===== src/rtl/fetch_stage.sv =====
// Instruction-fetch stage: owns the PC, drives the instruction memory address,
// and captures the returned word into the IF/ID pipeline register. Handles
// decode stalls, redirects (with optional delay slot), flushes, and stops in a
// sticky fault state when it tries to fetch from an illegal address.
module fetch_stage #(
    parameter logic [31:0] RESET_PC   = 32'h0000_0000,
    parameter logic [31:0] IMEM_SIZE  = 32'h0000_0800,
    parameter bit          DELAY_SLOT = 1'b1,
    parameter logic [31:0] NOP        = 32'h0000_0000
) (
    input  logic        clk,
    input  logic        reset,
    input  logic        stall,
    input  logic        flush,
    input  logic        redirect_valid,
    input  logic [31:0] redirect_target,
    output logic [31:0] imem_address,
    input  logic [31:0] imem_instruction,
    output logic        if_id_valid,
    output logic [31:0] if_id_instruction,
    output logic [31:0] if_id_pc,
    output logic [31:0] if_id_pc_plus4,
    output logic        fetch_fault,
    output logic [31:0] fetch_fault_pc
);

    typedef enum logic {
        RUN   = 1'b0,
        FAULT = 1'b1
    } state_t;

    state_t      state;
    logic [31:0] pc;
    logic        pending_valid;
    logic [31:0] pending_target;

    logic        eff_redir;
    logic [31:0] eff_target;
    logic        pc_illegal;
    logic [31:0] pc_plus4;
    logic        squash;

    // Memory sees the PC directly; the word returns in the same cycle.
    assign imem_address = pc;

    // A redirect arriving this cycle takes precedence over one parked during a stall.
    always_comb begin
        eff_redir  = redirect_valid | pending_valid;
        eff_target = redirect_valid ? redirect_target : pending_target;
        pc_illegal = (pc[1:0] != 2'b00) || (pc >= IMEM_SIZE);
        pc_plus4   = pc + 32'd4;
        squash     = flush || (eff_redir && !DELAY_SLOT);
    end

    // PC, pending redirect, IF/ID register and fault tracking.
    always_ff @(posedge clk) begin
        if (reset) begin
            state             <= RUN;
            pc                <= RESET_PC;
            pending_valid     <= 1'b0;
            pending_target    <= 32'h0;
            if_id_valid       <= 1'b0;
            if_id_instruction <= NOP;
            if_id_pc          <= 32'h0;
            if_id_pc_plus4    <= 32'h0;
            fetch_fault       <= 1'b0;
            fetch_fault_pc    <= 32'h0;
        end else begin
            case (state)
                RUN: begin
                    if (stall) begin
                        // Hold the fetch; remember a redirect so it is not lost.
                        if (redirect_valid) begin
                            pending_valid  <= 1'b1;
                            pending_target <= redirect_target;
                        end
                        if (flush) begin
                            if_id_valid       <= 1'b0;
                            if_id_instruction <= NOP;
                        end
                    end else if (pc_illegal) begin
                        state             <= FAULT;
                        fetch_fault       <= 1'b1;
                        fetch_fault_pc    <= pc;
                        if_id_valid       <= 1'b0;
                        if_id_instruction <= NOP;
                    end else begin
                        // The pc fields load even for a squashed slot so the
                        // bubble still carries a meaningful address.
                        if_id_pc       <= pc;
                        if_id_pc_plus4 <= pc_plus4;
                        if (squash) begin
                            if_id_valid       <= 1'b0;
                            if_id_instruction <= NOP;
                        end else begin
                            if_id_valid       <= 1'b1;
                            if_id_instruction <= imem_instruction;
                        end
                        pc            <= eff_redir ? eff_target : pc_plus4;
                        pending_valid <= 1'b0;
                    end
                end
                FAULT: begin
                    // Terminal until reset; everything holds.
                    if_id_valid <= 1'b0;
                end
                default: state <= FAULT;
            endcase
        end
    end

endmodule


===== config.mk =====
export PLATFORM = sky130hd
export DESIGN_NAME = fetch_stage
export DESIGN_NICKNAME = d
export VERILOG_FILES = /design/src/rtl/fetch_stage.sv
export SDC_FILE = /design/constraint.sdc
export NUM_CORES = 1
export LEC_CHECK = 0
export CAP_MARGIN = 30
export CORE_UTILIZATION = 41
export CTS_CLUSTER_SIZE = 16
export DETAILED_ROUTE_END_ITERATION = 6
export GPL_ROUTABILITY_DRIVEN = 0
export PLACE_DENSITY = 0.78
export SETUP_SLACK_MARGIN = 0.1
export SLEW_MARGIN = 20
export SYNTH_ARGS = -nofsm -noshare
export SYNTH_HDL_FRONTEND = slang
export SYNTH_SLANG_ARGS = --single-unit

===== constraint.sdc =====
create_clock -name clk -period 2.2 [get_ports clk]
set_input_delay 0.33 -clock clk [delete_from_list [all_inputs] [get_ports clk]]
set_output_delay 0.33 -clock clk [all_outputs]
set_load 0.02 [all_outputs]

Yosys cells after proc, flatten, opt, wreduce, memory -nomap -nowiden
Cells that the tools add are included.

word-level totals
  register bits = 196
  bits of input ports = 69
  output and inout bits = 162
  word-level logic and storage cells = 44

operators by class
  add/subtract/negate cells = 1
  order comparisons = 1
  equal/unequal tests = 4
  muxes and demuxes = 17
  bitwise operators = 4
  reduce and logical (&&, ||, !) cells = 7

operators with widths
  operator               count
  $mux 32                6
  $add 32x3->32 const B  1
  $ge 32x12->1 const B   1
  $mux 1                 10
  $reduce_and 3->1       3
  $ne 2x1->1 const B     2
  $reduce_and 2->1       2
  $ne 3x3->1 const B     1
  $not 1->1              3
  $ne 2x2->1 const B     1
  $pmux 1 s2             1
  $reduce_bool 2->1      1
  $logic_or 1x1->1       1
  $or 1x1->1             1

Logic depth before layout (Yosys ltp)
Gate-level depths: netlist (run 1).

  word-level depth = 5
  depth in mapped cells = 7

Worst setup path after synthesis (run 1)
OpenSTA, ideal clock, no wires.

  path kind = register to register
  start = reg pc[12], in the netlist imem_address[12]
  end = reg if_id_pc[0]
  setup time = 0.115 ns
  arrival = 2.006 ns
  required time = 2.085 ns
  slack = 0.079 ns
  cell stages (with the launch flop) = 7
  path buffers = 1
  cell sequence = dfxtp_1 > or4_1 > or2_1 > nor3_4 > nor2_1 > clkbuf_1 > and2_1

between the ends
  word-level cells in the longest chain between the ends = 4

ends and longest elaborated chain
  element                     RTL line  RTL
  start: declaration          33        logic [31:0] pc;
  start signal: assignment    99        pc <= eff_redir ? eff_target : pc_plus4;
  $ge 32x12->1                50        pc_illegal = (pc[1:0] != 2'b00) || (pc >= IMEM_SIZE);
  $logic_or 1x1->1            50
  $not 1->1 (no line)         --
  $reduce_and 3->1 (no line)  --
  end signal: assignment      90        if_id_pc <= pc;
  end: declaration            21        output logic [31:0] if_id_pc,

Every way passes these cells.
A chain may end at the register's enable or synchronous reset.

Final worst setup path (run 1)
  start = reg pc[12], in the netlist imem_address[12]
  end = reg if_id_pc[4]

The elaborated chain is that of the path after synthesis.

==> impl_metrics.toml, run 1 <==
[sta]
worst_pin_slew_ns = 0.8965
fin_setup_tns_ns = 0
maxSlewHeadroom = 0.4010
drv_slew = 0
setup_viol = 0
max_freq_mhz = 497.3
skew_ns = 0.01219
hold_violations = 0
period_share = 0.9140
rsz0062_at_grt = "true"
min_period_ns = 2.011

[clock_tree]
clockBufferDepth = 2
cts_tree = "built"
clock_latency_ns = 0.43
cts_max_level = 4
clk_pin_slew_ns = 0.07
cts_sinks = 194
cts-buffers-inserted = 17
cts_root_buffer = "clkbuf_16"
hold_buffers = 0

[placed_design]
hpwl_mm = 13.08
io_buffer_count = 230

[cells_and_area]
fillCellCount = 1412
antenna_cells = 0
fin_nets = 1040
area_growth_pct = 48.60
register_area_sq_mm = 0.003885
final_common_cell = "clkdlybuf4s50_1"
utilization = 0.6234
multiInputGateArea_sq_mm = 0.002873
drive_above_1_share = 0.1101
layout_common_cells = "228 x clkdlybuf4s50_1, 193 x dfxtp_1, 139 x nand2_1"

[synth]
synth_edf_count = 0
ys_types = 43
yosysWarnings = 0
avgSynthCellArea_sq_um = 9.388
ys_seq_area_frac = 0.5583
synthesis.nets = 812
syn_area_sq_mm = 0.006957
synth_cells = 741
synth-async-reset-ratio = 0
synthFlopType = "dfxtp_1"
synth_seq_cells = 194

[worst_setup_path]
critical_path_class = "register to register"
r2r_slack_ns = 0.19
slowest_stage = "or4_4"
cp.arrival_ns = 2.31
r2r_cells = 7
startpoint_type = "register"
path_cells = "or4_4 -> or2_4 -> nor3_4 -> buf_4 -> buf_12 -> mux2i_1 -> nor2_1"
critPathCaptureType = "register"
worstReg2RegEnd = "if_id_pc[4]"
critPathRequiredTime_ns = 2.50
critPathMaxFanout = 13
max_stage_delay_ns = 0.53
timing.rr.start = "imem_address[12]"

[worst_hold_path]
hp-class = "input port to register"
min_to = "pending_target[2]"
hold_path.startpoint = "reset"
hold-path-cell-count = 2

[die]
io_pins = 231
coreArea_sq_mm = 0.01658
die_y_microns = 132.3
dieArea_sq_mm = 0.01749
die_x_microns = 132.3
start_util = 0.4195
num_rows = 47

[drt]
final_antenna_net_count = 0
first_pass_iters = 4
finalWirelength_mm = 19.16
wl_per_cell_microns = 15.96
route.detailed.drc = 0
vias = 5939
vias_per_cell = 4.945
drt_iter0_drc = 280

[global_routing]
grt.total_usage = 0.2172
grt_max_degree = 74
antenna_found_initial = 0
grt_pass1_vias = 5680
grt.overflow.total = 0
grt_pass1_wl_mm = 30.08

[power_and_ir_drop]
leakage_nw = 3.861
power.density_mw_per_mm2 = 1117
p_total_mw = 11.54
max-vdd-ir-drop_mv = 0.7558

[job]
cap_violations = 0

[status]
status = "finished, final reports clean"
[where the power goes]
part / internal (mW) / switching, mW
Sequential: 3.88 / 0.291
Clock: 1.95 / 1.38
Combinational: 1.82 / 2.22
Total: 7.65 / 3.89
[cell type report]
| type | instances | share of cell area |
|---|---|---|
| clock inverter | 13 | 0.01888 |
| clock buffer | 18 | 0.04248 |
| sequential | 194 | 0.3758 |
| multi-input combinational | 488 | 0.2779 |
| timing repair buffer | 264 | 0.2568 |
| tap | 220 | 0.02663 |
| inverter | 4 | 0.001452 |
[flip-flops by register name (all words and copies together) (netlist names)]
name	flops
if_id_pc_plus4	30
fetch_fault_pc	32
pending_valid	1
fetch_fault	1
if_id_valid	1
state	1
pending_target	32
if_id_pc	32
imem_address	32
if_id_instruction	32
[through the flow]
step           hold WS (ns)  area, sq um  worst slack [ns]  std cells
6_report             0.2293        10340            0.1893       1201
5_1_grt              0.2206        10340           0.08088       1201
4_1_cts              0.2166        10250            0.1017       1197
3_5_place_dp         0.4427         9588          -0.06968       1164
3_3_place_gp         0.4407         9588          -0.04737       1164
2_1_floorplan        0.4085         6957            0.1482        741
[worst max path at each step]
stage                          start                 end  slack (ns)  depth (start not counted)
floorplan           imem_address[12]         if_id_pc[0]        0.15                          6
global placement               stall   fetch_fault_pc[1]       -0.05                          5
detailed placement             stall   fetch_fault_pc[1]       -0.07                          5
CTS                 imem_address[16]    imem_address[14]        0.10                          6
global route        imem_address[23]  fetch_fault_pc[17]        0.08                          5
finish              imem_address[12]         if_id_pc[4]        0.19                          7
[synth_stat cells, drive strengths merged, types with 6 or more instances]
cell	number	area, sq um
a211oi	6	45.04
dfxtp	194	3884
and2	45	281.5
o21ba	22	220.2
nor3	7	51.30
a22o	32	280.3
nand2	139	521.8
buf	12	76.33
clkbuf	43	161.4
o21ai	7	35.03
nor2	62	232.7
mux2i	40	400.4
a21oi	79	395.4
[timing repair]
action                     4_1_cts  5_1_grt
resized for setup                3       11
setup endpoints to repair       33       67
pin swaps                        1        2
gates cloned                     0        1
setup buffers                    2        3
hold endpoints to repair         0        0
[cells by family (layout without fill, tap and decap cells)]
group / after synthesis / after routing / synth area share
and+or+nand+nor: 284 / 284 / 0.1849
AOI/OAI and AO/OA: 153 / 153 / 0.1477
DFF: 194 / 194 / 0.5583
buffers and inverters: 59 / 299 / 0.03633
muxes: 41 / 41 / 0.05917
adders and majority gates: 2 / 2 / 0.003597
xor gates and xnor gates: 8 / 8 / 0.01007
[critical path, delay by kind of cell (launching register included)]
kind                   cells  cell delay (ns)
multiplexers               1             0.20
AND/OR/NAND/NOR            4             1.05
flip-flops                 1             0.34
buffers and inverters      2             0.30
[per-layer routing]
| metal | track usage | part of all wire | vias up |
|---|---|---|---|
| li1 | - | - | 2938 |
| met1 | 0.2814 | 0.44 | 2799 |
| met2 | 0.3469 | 0.47 | 178 |
| met3 | 0.06151 | 0.076 | 24 |
| met4 | 0.07471 | 0.017 | 0 |
| met5 | 0 | 0 | - |
No activity file was read; power rests on OpenSTA's default activity.
==> run 2: changes to the inputs <==
==> constraint.sdc (replaced) <==
create_clock -name clk -period 2.2 [get_ports clk]
set_input_delay 0.33 -clock clk [delete_from_list [all_inputs] [get_ports clk]]
set_output_delay 0.33 -clock clk [all_outputs]
set_load 0.05 [all_outputs]
==> run 2 against run 1 <==
Compared with the run above: worst setup slack lost 0.031 ns; wire length shrank 0.28%; first-iteration DRC count grew 9.3%; clock power shrank 6.6%; hold slack lost 0.063 ns; non-clock buffer count grew 6; sequential cell count is the same; final area grew 0.28%; die area is the same; global-route usage shrank 0.23 points; register-to-register slack is essentially flat.
==> impl_metrics.toml, run 2 (same netlist as run 1, synthesis figures left out) <==
[worst_setup_path]
timing.rr.start = "imem_address[0]"
cp.arrival_ns = 1.71
critPathCaptureType = "primary output"
path_cells = "buf_4 -> clkdlybuf4s50_1"
r2r_cells = 7
critPathMaxFanout = 3
r2r_slack_ns = 0.19
worstReg2RegEnd = "fetch_fault_pc[24]"
critical_path_class = "register to primary output"
slowest_stage = "clkdlybuf4s50_1"
max_stage_delay_ns = 0.84
startpoint_type = "register"
critPathRequiredTime_ns = 1.87

[global_routing]
grt.overflow.total = 0
grt_pass1_wl_mm = 29.71
antenna_found_initial = 0
grt_pass1_vias = 5684
grt.total_usage = 0.2149
grt_max_degree = 76

[cells_and_area]
fin_nets = 1046
drive_above_1_share = 0.1185
layout_common_cells = "225 x clkdlybuf4s50_1, 189 x dfxtp_1, 139 x nand2_1"
antenna_cells = 0
final_common_cell = "clkdlybuf4s50_1"
fillCellCount = 1382
area_growth_pct = 49.01
fin_cells = 1207
final_area_sq_mm = 0.01037

[clock_tree]
clk_pin_slew_ns = 0.07
clock_latency_ns = 0.44
cts_root_buffer = "clkbuf_16"
clockBufferDepth = 2
cts_tree = "built"
cts_sinks = 194
cts_max_level = 4
hold_buffers = 0
cts-buffers-inserted = 17

[placed_design]
place_area_sq_mm = 0.009658
dp_slack_ns = 0.07418
io_buffer_count = 230
place_inst = 1173
hpwl_mm = 12.92

[sta]
hold_violations = 0
setup_viol = 0
period_share = 0.9281
min_period_ns = 2.042
rsz0062_at_grt = "false"
drv_slew = 0
fin_ws_ns = 0.1582
max_freq_mhz = 489.8
worst_pin_slew_ns = 0.8058
maxSlewHeadroom = 0.4628
skew_ns = 0.01823

[drt]
finalWirelength_mm = 19.11
first_pass_iters = 5
vias = 5970
vias_per_cell = 4.946
wl_per_cell_microns = 15.83
route.detailed.drc = 0
drt_iter0_drc = 306
final_antenna_net_count = 0

[worst_hold_path]
min_to = "imem_address[4]"
hold-path-cell-count = 2
hp-class = "input port to register"
hold_path.startpoint = "reset"

[die]
start_util = 0.4195
die_x_microns = 132.3
dieArea_sq_mm = 0.01749
io_pins = 231
die_y_microns = 132.3
coreArea_sq_mm = 0.01658
num_rows = 47

[job]
cap_violations = 0

[status]
status = "finished, final reports clean"

[power_and_ir_drop]
leakage_nw = 3.909
p_total_mw = 12.23
power.density_mw_per_mm2 = 1180
max-vdd-ir-drop_mv = 0.6798
==> run 2: cell types whose count changed in the layout (fill, tap and decap cells not counted), sizes merged <==
cell / change
clkdlybuf4s50: -3
clkinvlp: -2
inv: +1
clkinv: +5
dlygate4sd2: +1
buf: +7
dlymetal6s2s: +1
bufinv: -3
clkbuf: -1
==> run 2: critical path: cells and delay by family (launching register included) <==
family,cells,cell delay (ns)
DFF,1,0.33
buffers and inverters,2,0.96
==> run 2: metal layers <==
metal / up-vias / GRT usage / wire length (microns)
met5: - / 0 / 0
met4: 0 / 0.07152 / 263
met3: 19 / 0.06228 / 1318
met2: 174 / 0.3545 / 9126
met1: 2823 / 0.2692 / 8402
li1: 2954 / - / -
==> run 2: layout make-up <==
type	count	area, sq um	area share
inverters	4	15.01	0.001448
flip-flops and latches	194	3890	0.3753
repair buffers	270	2706	0.2611
clock buffers	17	425.4	0.04104
well taps	220	275.3	0.02655
clock inverters	14	171.4	0.01654
multi-input cells	488	2883	0.2781
==> run 2: power by group <==
group / switching, mW / internal (mW)
combinational: 2.99 / 1.99
clock: 1.49 / 1.62
sequential: 0.259 / 3.88
==> run 2: timing repair <==
item,CTS,global route
gates resized for setup,3,13
pin swaps,1,1
setup endpoints to repair,27,71
gates cloned,0,1
setup buffers,1,1
==> run 2: per-stage QoR <==
step | utilization | hold slack (ns) | setup TNS, ns
after floorplan | - | 0.4085 | 0
after global placement | 0.5821 | 0.4410 | -3.152
after detailed placement | 0.5824 | 0.4446 | 0
after CTS | 0.6192 | 0.1501 | 0
after global routing | 0.6251 | 0.1570 | 0
final | 0.6251 | 0.1662 | 0
==> run 2: worst max path at each step <==
stage	start	end	slack, ns	depth (start not counted)
2_1_floorplan	imem_address[14]	if_id_pc[0]	0.10	6
3_3_place_gp	stall	if_id_pc_plus4[27]	-0.07	5
3_5_place_dp	imem_address[0]	if_id_pc[8]	0.07	6
4_1_cts	imem_address[0]	if_id_pc[3]	0.11	6
5_1_grt	imem_address[29]	if_id_instruction[21]	0.10	6
6_report	imem_address[1]	imem_address[1]	0.16	2
==> run 3: changes to the inputs <==
--- a/config.mk
+++ b/config.mk
@@ -5,12 +5,15 @@
 export SDC_FILE = /design/constraint.sdc
 export NUM_CORES = 1
 export LEC_CHECK = 0
+export ABC_AREA = 1
 export CAP_MARGIN = 30
-export CORE_UTILIZATION = 41
+export CORE_MARGIN = 4
+export CORE_UTILIZATION = 42
 export CTS_CLUSTER_SIZE = 16
 export DETAILED_ROUTE_END_ITERATION = 6
 export GPL_ROUTABILITY_DRIVEN = 0
 export PLACE_DENSITY = 0.78
+export RECOVER_POWER = 100
 export SETUP_SLACK_MARGIN = 0.1
 export SLEW_MARGIN = 20
 export SYNTH_ARGS = -nofsm -noshare
==> run 3 against run 2 <==
Compared with the run above: via count rose by 25%; sequential power rose by 7.5%; fmax fell by 1.4%; register-to-register slack improved by 0.11 ns; critical path type unchanged; largest power group unchanged.
==> impl_metrics.toml, run 3 <==
[synth]
synth_seq_cells = 194
synth_common_cells = "237 x nand2_1, 194 x dfxtp_1, 139 x nor2_1"
synthesis.nets = 1090
synth_top_area_share = 0.5113
synth_cells = 1019
ys_seq_area_frac = 0.5113
synth_edf_count = 0
synth-async-reset-ratio = 0
avgSynthCellArea_sq_um = 7.454
synth_area_leaders = "dfxtp_1 51%, nand2_1 12%, nor2_1 6.9%"
synth.most_common_cell = "nand2_1"
yosysTopAreaCell = "dfxtp_1"
synthFlopType = "dfxtp_1"
yosysWarnings = 0
ys_types = 26
syn_area_sq_mm = 0.007596

[cells_and_area]
drive_above_1_share = 0.05216
final_area_sq_mm = 0.01058
fin_cells = 1453
final_common_cell = "nand2_1"
fin_nets = 1285
layout_common_cells = "236 x nand2_1, 194 x dfxtp_1, 153 x dlygate4sd3_1"
area_growth_pct = 39.22

[power_and_ir_drop]
leakage_nw = 4.674
p_total_mw = 13.57
clkPwrFrac = 0.224
p_int_mw = 7.328
power.density_mw_per_mm2 = 1283
p_seq_frac = 0.328
switching_share = 0.4600
pwr-share-comb = 0.449
p_sw_mw = 6.243
max-vdd-ir-drop_mv = 0.7957

[global_routing]
grt_max_degree = 107
grt_pass1_wl_mm = 36.14
grt.total_usage = 0.2190
grt_pass1_vias = 7026
antenna_found_initial = 1
grt.overflow.total = 0

[sta]
skew_ns = 0.009826
maxSlewHeadroom = 0.5161
hold_violations = 0
fin_setup_tns_ns = 0
min_period_ns = 2.070
max_freq_mhz = 483.0
drv_slew = 0
worst_pin_slew_ns = 0.7232
setup_viol = 0
rsz0062_at_grt = "false"
period_share = 0.9411

[placed_design]
hpwl_mm = 15.35
place_area_sq_mm = 0.01007
place_inst = 1420
io_buffer_count = 230

[worst_setup_path]
path_cells = "dlygate4sd3_1"
r2r_slack_ns = 0.30
critPathRequiredTime_ns = 1.87
cp.arrival_ns = 1.74
timing.rr.start = "imem_address[13]"
worstReg2RegEnd = "if_id_pc_plus4[2]"
crit_family = "buffers and inverters"
cp_num_cells = 1
startpoint_type = "register"
max_stage_delay_ns = 0.90
slowest_stage = "dlygate4sd3_1"
r2r_cells = 10
critical_path_class = "register to primary output"
critPathLaunch = "imem_address[11]"
critPathCaptureType = "primary output"
critPathMaxFanout = 5
crit_buf_inv = 1

[drt]
wl_per_cell_microns = 15.58
first_pass_iters = 6
route.detailed.drc = 0
final_antenna_net_count = 0
vias = 7458
finalWirelength_mm = 22.64
vias_per_cell = 5.133
drt_iter0_drc = 446

[die]
start_util = 0.4331
coreArea_sq_mm = 0.01754
num_rows = 48
io_pins = 231
dieArea_sq_mm = 0.02030
die_y_microns = 142.5
die_x_microns = 142.5

[clock_tree]
cts_root_buffer = "clkbuf_16"
cts_tree = "built"
cts_sinks = 194
hold_buffers = 0
clk_pin_slew_ns = 0.07
clockBufferDepth = 2
cts-buffers-inserted = 17
clock_latency_ns = 0.43
cts_max_level = 4

[status]
status = "finished, final reports clean"

[job]
cap_violations = 0

[worst_hold_path]
hold-path-cell-count = 4
hp-class = "input port to register"
hold_path.startpoint = "reset"
min_to = "if_id_pc_plus4[7]"
## run 3: cell types whose count changed in the layout (fill, tap and decap cells not counted), sizes merged, moves of 32 or more
cell	previous run	this run
a22o	32	0
and2	45	0
clkdlybuf4s50	225	67
dlygate4sd3	0	153
inv	10	84
mux2i	40	1
nand2	139	237
nand4	3	56
nor2	62	141
o21ai	7	83
## run 3: how the worst max path moves through the flow
stage / end
after floorplan: imem_address[10]
after global placement: imem_address[6]
after detailed placement: if_id_pc_plus4[23]
after CTS: imem_address[13]
after global routing: imem_address[11]
final: imem_address[11]
## run 3: logic make-up after synthesis
family / count (synthesis) / share of synthesized area
buffers and inverters: 153 / 0.08384
adder cells (fa/ha/maj): 2 / 0.003294
flip-flops: 194 / 0.5113
multiplexers: 1 / 0.001318
AO/OA/AOI/OAI: 212 / 0.1456
XOR/XNOR: 7 / 0.008071
AND/OR/NAND/NOR: 450 / 0.2466
## run 3: area by class of cell
cell class | count | area, sq um
antenna | 1 | 2.502
clock inverter | 15 | 142.6
multi-input combinational | 672 | 3068
fill | 1600 | 6962
clock buffer | 17 | 425.4
timing repair buffer | 253 | 2486
inverter | 76 | 285.3
sequential | 194 | 3884
tap | 225 | 281.5
## run 3: what timing repair did
action,4_1_cts,5_1_grt
setup buffers,0,0
resized for setup,3,6
endpoints found under the setup margin,3,6
## run 3: routing by layer
layer / part of all wire / global-route usage
met1: 0.43 / 0.2807
met2: 0.46 / 0.3479
met3: 0.086 / 0.07930
met4: 0.019 / 0.06453
met5: 0 / 0
## run 3: through the flow
stage	hold WS [ns]	worst slack, ns	utilization
after floorplan	0.4573	0.3724	-
after global placement	0.4248	0.3001	0.5745
after detailed placement	0.4285	0.2519	0.5745
after CTS	0.3268	0.1011	0.6067
after global routing	0.3641	0.08130	0.6030
final	0.3380	0.1296	0.6030
## run 3: power groups by stage
stage               combinational (mW)  clock (mW)  sequential, mW
global placement                  6.29           0            4.54
CTS                               6.37        3.10            4.47
finish                            6.09        3.03            4.45
floorplan                         3.05           0            5.90
global route                      6.63        3.25            4.52
detailed placement                6.36           0            4.54
